**config.mk**
```make
export PLATFORM = sky130hd
export DESIGN_NAME = div_unit
export DESIGN_NICKNAME = d
export VERILOG_FILES = /design/src/rtl/div_unit.sv
export SDC_FILE = /design/constraint.sdc
export NUM_CORES = 1
export LEC_CHECK = 0
export CORE_MARGIN = 4
export CORE_UTILIZATION = 55
export CTS_BUF_LIST = sky130_fd_sc_hd__clkbuf_8
export DETAILED_ROUTE_END_ITERATION = 12
export PLACE_DENSITY = 0.87
export SYNTH_ARGS = -nofsm -noshare
export SYNTH_HDL_FRONTEND = slang
export SYNTH_SLANG_ARGS = --single-unit
```
**constraint.sdc**
```tcl
create_clock -name clk -period 5.06 [get_ports clk]
set_clock_uncertainty 0.05 [all_clocks]
set_input_delay 0.506 -clock clk [delete_from_list [all_inputs] [get_ports clk]]
set_output_delay 0.506 -clock clk [all_outputs]
set_load 0.02 [all_outputs]
```
**src/rtl/div_unit.sv**
```systemverilog
// div_unit: iterative integer divider with register-file writeback.
//
// Radix-2 restoring divide on operand magnitudes, one quotient bit per cycle,
// with sign fix-up applied once the magnitudes are done. The result is held in
// DONE until the register-file write port is granted.
//
// Ports:
//   clk          - sole clock, rising edge
//   rst          - synchronous active-high reset
//   start        - begin a divide (accepted only while idle)
//   op[1:0]      - op[0]: 1 signed / 0 unsigned; op[1]: 1 remainder / 0 quotient
//   rd_in        - destination register index of the request
//   src0, src1   - dividend, divisor
//   wb_ready     - register-file write port granted this cycle
//   flush        - cancel any in-flight operation
//   busy         - high whenever not idle
//   RFWrite      - register-file write enable
//   rd           - register-file write index
//   rd_WriteData - register-file write data
module div_unit #(
    parameter int unsigned WORD    = 32,
    parameter int unsigned REG_LOG = 5
) (
    input  logic               clk,
    input  logic               rst,
    input  logic               start,
    input  logic [1:0]         op,
    input  logic [REG_LOG-1:0] rd_in,
    input  logic [WORD-1:0]    src0,
    input  logic [WORD-1:0]    src1,
    input  logic               wb_ready,
    input  logic               flush,
    output logic               busy,
    output logic               RFWrite,
    output logic [REG_LOG-1:0] rd,
    output logic [WORD-1:0]    rd_WriteData
);

    typedef enum logic [1:0] {StIdle, StCalc, StDone} state_e;

    state_e             state_q, state_d;
    logic [5:0]         cnt_q, cnt_d;
    logic [WORD-1:0]    rem_q, rem_d;      // partial remainder
    logic [WORD-1:0]    quo_q, quo_d;      // dividend shifting out, quotient shifting in
    logic [WORD-1:0]    dvsr_q, dvsr_d;    // divisor magnitude
    logic               rem_sel_q, rem_sel_d;
    logic               quo_neg_q, quo_neg_d;
    logic               rem_neg_q, rem_neg_d;
    logic               dz_q, dz_d;
    logic [REG_LOG-1:0] rd_lat_q, rd_lat_d;
    logic               wr_q, wr_d;
    logic [REG_LOG-1:0] rd_q, rd_d;
    logic [WORD-1:0]    data_q, data_d;

    logic               a_neg, b_neg;
    logic [WORD-1:0]    a_mag, b_mag;
    logic [WORD:0]      shifted;
    logic               ge;
    logic [WORD-1:0]    sub;
    logic [WORD-1:0]    quo_res, rem_res;

    always_comb begin
        a_neg = op[0] & src0[WORD-1];
        b_neg = op[0] & src1[WORD-1];
        a_mag = a_neg ? ({WORD{1'b0}} - src0) : src0;
        b_mag = b_neg ? ({WORD{1'b0}} - src1) : src1;

        // One restoring step: bring down the next dividend bit, subtract if it fits.
        shifted = {rem_q, quo_q[WORD-1]};
        ge      = shifted >= {1'b0, dvsr_q};
        sub     = WORD'(shifted - {1'b0, dvsr_q});

        // A zero divisor leaves an all-ones magnitude quotient, which must not be
        // sign-corrected; the remainder magnitude is |dividend| and regains its sign.
        quo_res = dz_q      ? {WORD{1'b1}} :
                  quo_neg_q ? ({WORD{1'b0}} - quo_q) : quo_q;
        rem_res = rem_neg_q ? ({WORD{1'b0}} - rem_q) : rem_q;
    end

    always_comb begin
        state_d   = state_q;
        cnt_d     = cnt_q;
        rem_d     = rem_q;
        quo_d     = quo_q;
        dvsr_d    = dvsr_q;
        rem_sel_d = rem_sel_q;
        quo_neg_d = quo_neg_q;
        rem_neg_d = rem_neg_q;
        dz_d      = dz_q;
        rd_lat_d  = rd_lat_q;
        wr_d      = wr_q;
        rd_d      = rd_q;
        data_d    = data_q;

        unique case (state_q)
            StIdle: begin
                if (start) begin
                    state_d   = StCalc;
                    cnt_d     = 6'd0;
                    rem_d     = {WORD{1'b0}};
                    quo_d     = a_mag;
                    dvsr_d    = b_mag;
                    rem_sel_d = op[1];
                    quo_neg_d = a_neg ^ b_neg;
                    rem_neg_d = a_neg;
                    dz_d      = (src1 == {WORD{1'b0}});
                    rd_lat_d  = rd_in;
                end
            end
            StCalc: begin
                if (cnt_q != 6'(WORD)) begin
                    rem_d = ge ? sub : shifted[WORD-1:0];
                    quo_d = {quo_q[WORD-2:0], ge};
                    cnt_d = cnt_q + 6'd1;
                end else begin
                    // All quotient bits are in; apply signs and present the result.
                    state_d = StDone;
                    wr_d    = 1'b1;
                    rd_d    = rd_lat_q;
                    data_d  = rem_sel_q ? rem_res : quo_res;
                end
            end
            StDone: begin
                if (wb_ready) begin
                    state_d = StIdle;
                    wr_d    = 1'b0;
                    rd_d    = {REG_LOG{1'b0}};
                    data_d  = {WORD{1'b0}};
                end
            end
            default: state_d = StIdle;
        endcase

        // Cancel wins over start and wb_ready.
        if (flush) begin
            state_d = StIdle;
            cnt_d   = 6'd0;
            wr_d    = 1'b0;
            rd_d    = {REG_LOG{1'b0}};
            data_d  = {WORD{1'b0}};
        end
    end

    always_ff @(posedge clk) begin
        if (rst) begin
            state_q   <= StIdle;
            cnt_q     <= 6'd0;
            rem_q     <= {WORD{1'b0}};
            quo_q     <= {WORD{1'b0}};
            dvsr_q    <= {WORD{1'b0}};
            rem_sel_q <= 1'b0;
            quo_neg_q <= 1'b0;
            rem_neg_q <= 1'b0;
            dz_q      <= 1'b0;
            rd_lat_q  <= {REG_LOG{1'b0}};
            wr_q      <= 1'b0;
            rd_q      <= {REG_LOG{1'b0}};
            data_q    <= {WORD{1'b0}};
        end else begin
            state_q   <= state_d;
            cnt_q     <= cnt_d;
            rem_q     <= rem_d;
            quo_q     <= quo_d;
            dvsr_q    <= dvsr_d;
            rem_sel_q <= rem_sel_d;
            quo_neg_q <= quo_neg_d;
            rem_neg_q <= rem_neg_d;
            dz_q      <= dz_d;
            rd_lat_q  <= rd_lat_d;
            wr_q      <= wr_d;
            rd_q      <= rd_d;
            data_q    <= data_d;
        end
    end

    assign busy         = (state_q != StIdle);
    assign RFWrite      = wr_q;
    assign rd           = rd_q;
    assign rd_WriteData = data_q;

endmodule

```
==> reports/metrics.csv <==
stage;metric;value;unit
outcome;outcome;finished, final reports clean;
setup_path;CP endpoint kind;register;
sta;Final Max Slew Viols;0;
synthesis;synthesis-stage register bit count;151;
setup_path;Required @ worst endpoint;5.40;ns
floorplanning;die width;145;um
synthesis;Post-Syn Area;10400;um^2
placement;Cells after DPL;1625;
synthesis;sequential share of the synthesized area;29.2;%
job;max-cap violation count;0;
sta;worst rel slew slack;14.2;%
sta;Final Hold Viols;0;
power_and_ir_drop;clock share of power;33.5;%
sta;post-layout min period;3.61;ns
finish;Sequential Area;3020;um^2
global_routing;total gr overflow;0;
synthesis;YS warnings;0;
clocking;Bufs on Longest Clock Path;2;
placement;hpwl dp;22.8;mm
setup_path;Worst EP arrival;3.95;ns
power_and_ir_drop;VDD IR max;0.172;mV
power_and_ir_drop;Gate power share;22.2;%
clocking;PostCTS Resize Cnt;0;
clocking;Root Buffer;clkbuf_8;
finish;Final Non-Filler Cells;1657;
routing;via count;10474;
sta;final setup TNS;0;ns
global_routing;initial antenna violation count;0;
synthesis;EDFF count, synth;0;
floorplanning;CORE AREA;18200;um^2
power_and_ir_drop;PD cells;246;nW/um^2
setup_path;startpoint class of the critical path;register;
power_and_ir_drop;sw frac;33.2;%
finish;final instance area;11900;um^2
clocking;CTS tree;done;
synthesis;post-synthesis async set-or-reset flop share;0;%
clocking;Post-CTS Setup Bufs;0;
routing;WL/cell;18.3;um
routing;Routed Antenna Nets;0;
clocking;Post-CTS Hold Fix Bufs;0;
routing;Routed WL;30.2;mm
synthesis;Top FF cell, synth;dfxtp_1;
sta;RSZ-0062 raised after global routing;no;
synthesis;mean cell area of the mapped netlist;7.62;um^2
finish;Area growth syn-to-layout;15.3;%
clocking;clock latency on the worst-skew pair;0.47;ns
power_and_ir_drop;leakage power;4.62;nW
global_routing;total track usage;27.5;%
clocking;TritonCTS buffer count;17;
floorplanning;Die H;145;um
sta;fin crit share;71.4;%
routing;DRT iter0 DRCs;1110;
placement;GP Congestion;0.981;
sta;final setup vio count;0;
clocking;H-tree level count;4;
global_routing;largest net degree at the start of global routing;80;
placement;port bufs;114;
synthesis;Yosys cell types;70;
finish;Multi-input gate area;6790;um^2
sta;Worst-Margin Slew;1.29;ns
floorplanning;Die ar.;21100;um^2
finish;share of cells above drive strength 1;5.25;%
routing;number of remaining DRC errors;0;
placement;dpl cell area;11500;um^2
power_and_ir_drop;Internal;1.96;mW
finish;n_diodes;0;
global_routing;first-pass GRT wire length;48.2;mm
sta;Peak Freq;0.277;GHz
clocking;Clock Pin Slew Worst Setup and Hold Paths;0.08;ns
finish;filler cell count;1574;
global_routing;vias in the first global route;9375;
finish;nets@finish;1530;
routing;routed vias/inst;6.32;
power_and_ir_drop;final total power;2.94;mW
clocking;clock sink total;151;
power_and_ir_drop;Net Sw Power;0.975;mW
floorplanning;# IOs;115;
floorplanning;Initial Utilization;56.9;%
synthesis;Post-Synthesis Cells;1359;
setup_path;peak fanout along the critical path;20;
power_and_ir_drop;sequential power share;44.3;%
worst_hold_path;worst hold path class;input port to register;
synthesis;Mapped Nets;1474;
routing;DR pass1 iterations;5;
floorplanning;Core Rows;49;
setup_path;worst setup path category;register to register;
## stage by stage
stage / hold slack [ns] / worst slack (ns) / util, %
after floorplan: 0.382 / 2.03 / -
after global placement: 0.386 / 1.38 / 63.3
after detailed placement: 0.390 / 1.29 / 63.3
after CTS: 0.233 / 1.54 / 65.5
after global routing: 0.251 / 1.19 / 65.5
final: 0.265 / 1.45 / 65.5
## layout make-up
class / count / share of cell area [%]
clock buffers: 18 / 2.08
clock inverters: 14 / 1.37
inverters: 62 / 1.95
repair buffers: 122 / 10.0
flip-flops and latches: 151 / 25.3
multi-input cells: 1061 / 56.9
well taps: 229 / 2.40
## logic make-up after synthesis
family	count (synthesis)	share of synthesized area (%)
simple gates	434	19.5
compound gates	433	27.8
flops	151	29.2
buf+inv	147	5.39
xor+xnor	142	12.0
fa+ha+maj	39	4.79
mux	13	1.27
## synth_stat cells, types with 7 or more instances
cell type / n / share of area (%)
a21o_1: 28 / 2.0
xor2_1: 95 / 8.0
dfxtp_1: 151 / 29
o21ai_0: 55 / 2.7
nand4_1: 15 / 0.91
nor2b_1: 8 / 0.48
and3_1: 8 / 0.48
nand3_1: 25 / 1.2
inv_1: 62 / 2.2
mux2i_1: 12 / 1.2
nand2_1: 153 / 5.5
a21oi_1: 107 / 5.2
o211ai_1: 9 / 0.65
o21ai_1: 42 / 2.0
clkbuf_1: 81 / 2.9
a31oi_1: 15 / 0.91
a32oi_1: 7 / 0.59
a221oi_1: 35 / 3.0
nor4_1: 12 / 0.73
o31ai_1: 27 / 2.0
nor3_1: 13 / 0.63
nor2_1: 138 / 5.0
a211oi_1: 44 / 3.2
xnor2_1: 47 / 4.0
o41ai_1: 15 / 1.3
a311oi_1: 8 / 0.68
or3_1: 18 / 1.1
ha_1: 38 / 4.6
or4_1: 13 / 0.94
## worst paths after layout
check,startpoint,end,slack (ns),cells past startpoint
worst max-delay path,rem_q[7],rem_q[5],1.45,11
worst min-delay path,rst,rem_neg_q,0.27,2
worst max register to register,rem_q[7],rem_q[5],1.45,11
worst min register to register,dvsr_q[31],dvsr_q[31],0.41,2
## power groups by stage
stage / clock [mW] / combinational, mW / sequential (mW)
finish: 0.984 / 0.652 / 1.30
global route: 1.04 / 0.713 / 1.31
CTS: 0.993 / 0.639 / 1.30
detailed placement: 0 / 0.634 / 1.33
global placement: 0 / 0.624 / 1.32
floorplan: 0 / 0.439 / 1.30
## registers in the layout, summed over array words and instances, names as in the netlist, 2 cells and up
register,cells
cnt_q,6
dvsr_q,32
quo_q,32
rd,5
rd_WriteData,32
rd_lat_q,5
rem_q,32
state_q,2
## cell usage in the layout, fill, tap and decap left out, drive strengths merged, types with 19 or more instances in the layout
cell,count
a211oi,44
a21o,28
a21oi,107
a221oi,35
clkdlybuf4s50,113
dfxtp,151
ha,38
inv,69
nand2,153
nand3,26
nor2,139
o21ai,97
o31ai,31
or3,19
xnor2,47
xor2,95
## critical path: stages, from the launching register on
cell	delay [ns]
dfxtp_1	0.39
ha_1	0.40
inv_1	0.12
nor4_1	0.28
o31ai_1	0.17
a211oi_1	0.48
o21ai_1	0.23
o21ai_2	0.71
buf_4	0.35
and3_1	0.18
a21oi_1	0.04
o21ai_1	0.13
## per-layer routing
layer	vias to the layer above	routed length, um	track usage (%)
li1	5026	-	-
met1	4889	13700	39.4
met3	71	2420	4.27
met2	488	13300	42.2
met4	0	841	9.26
met5	-	0	0
Note: power is estimated with default switching activity, not from simulation.
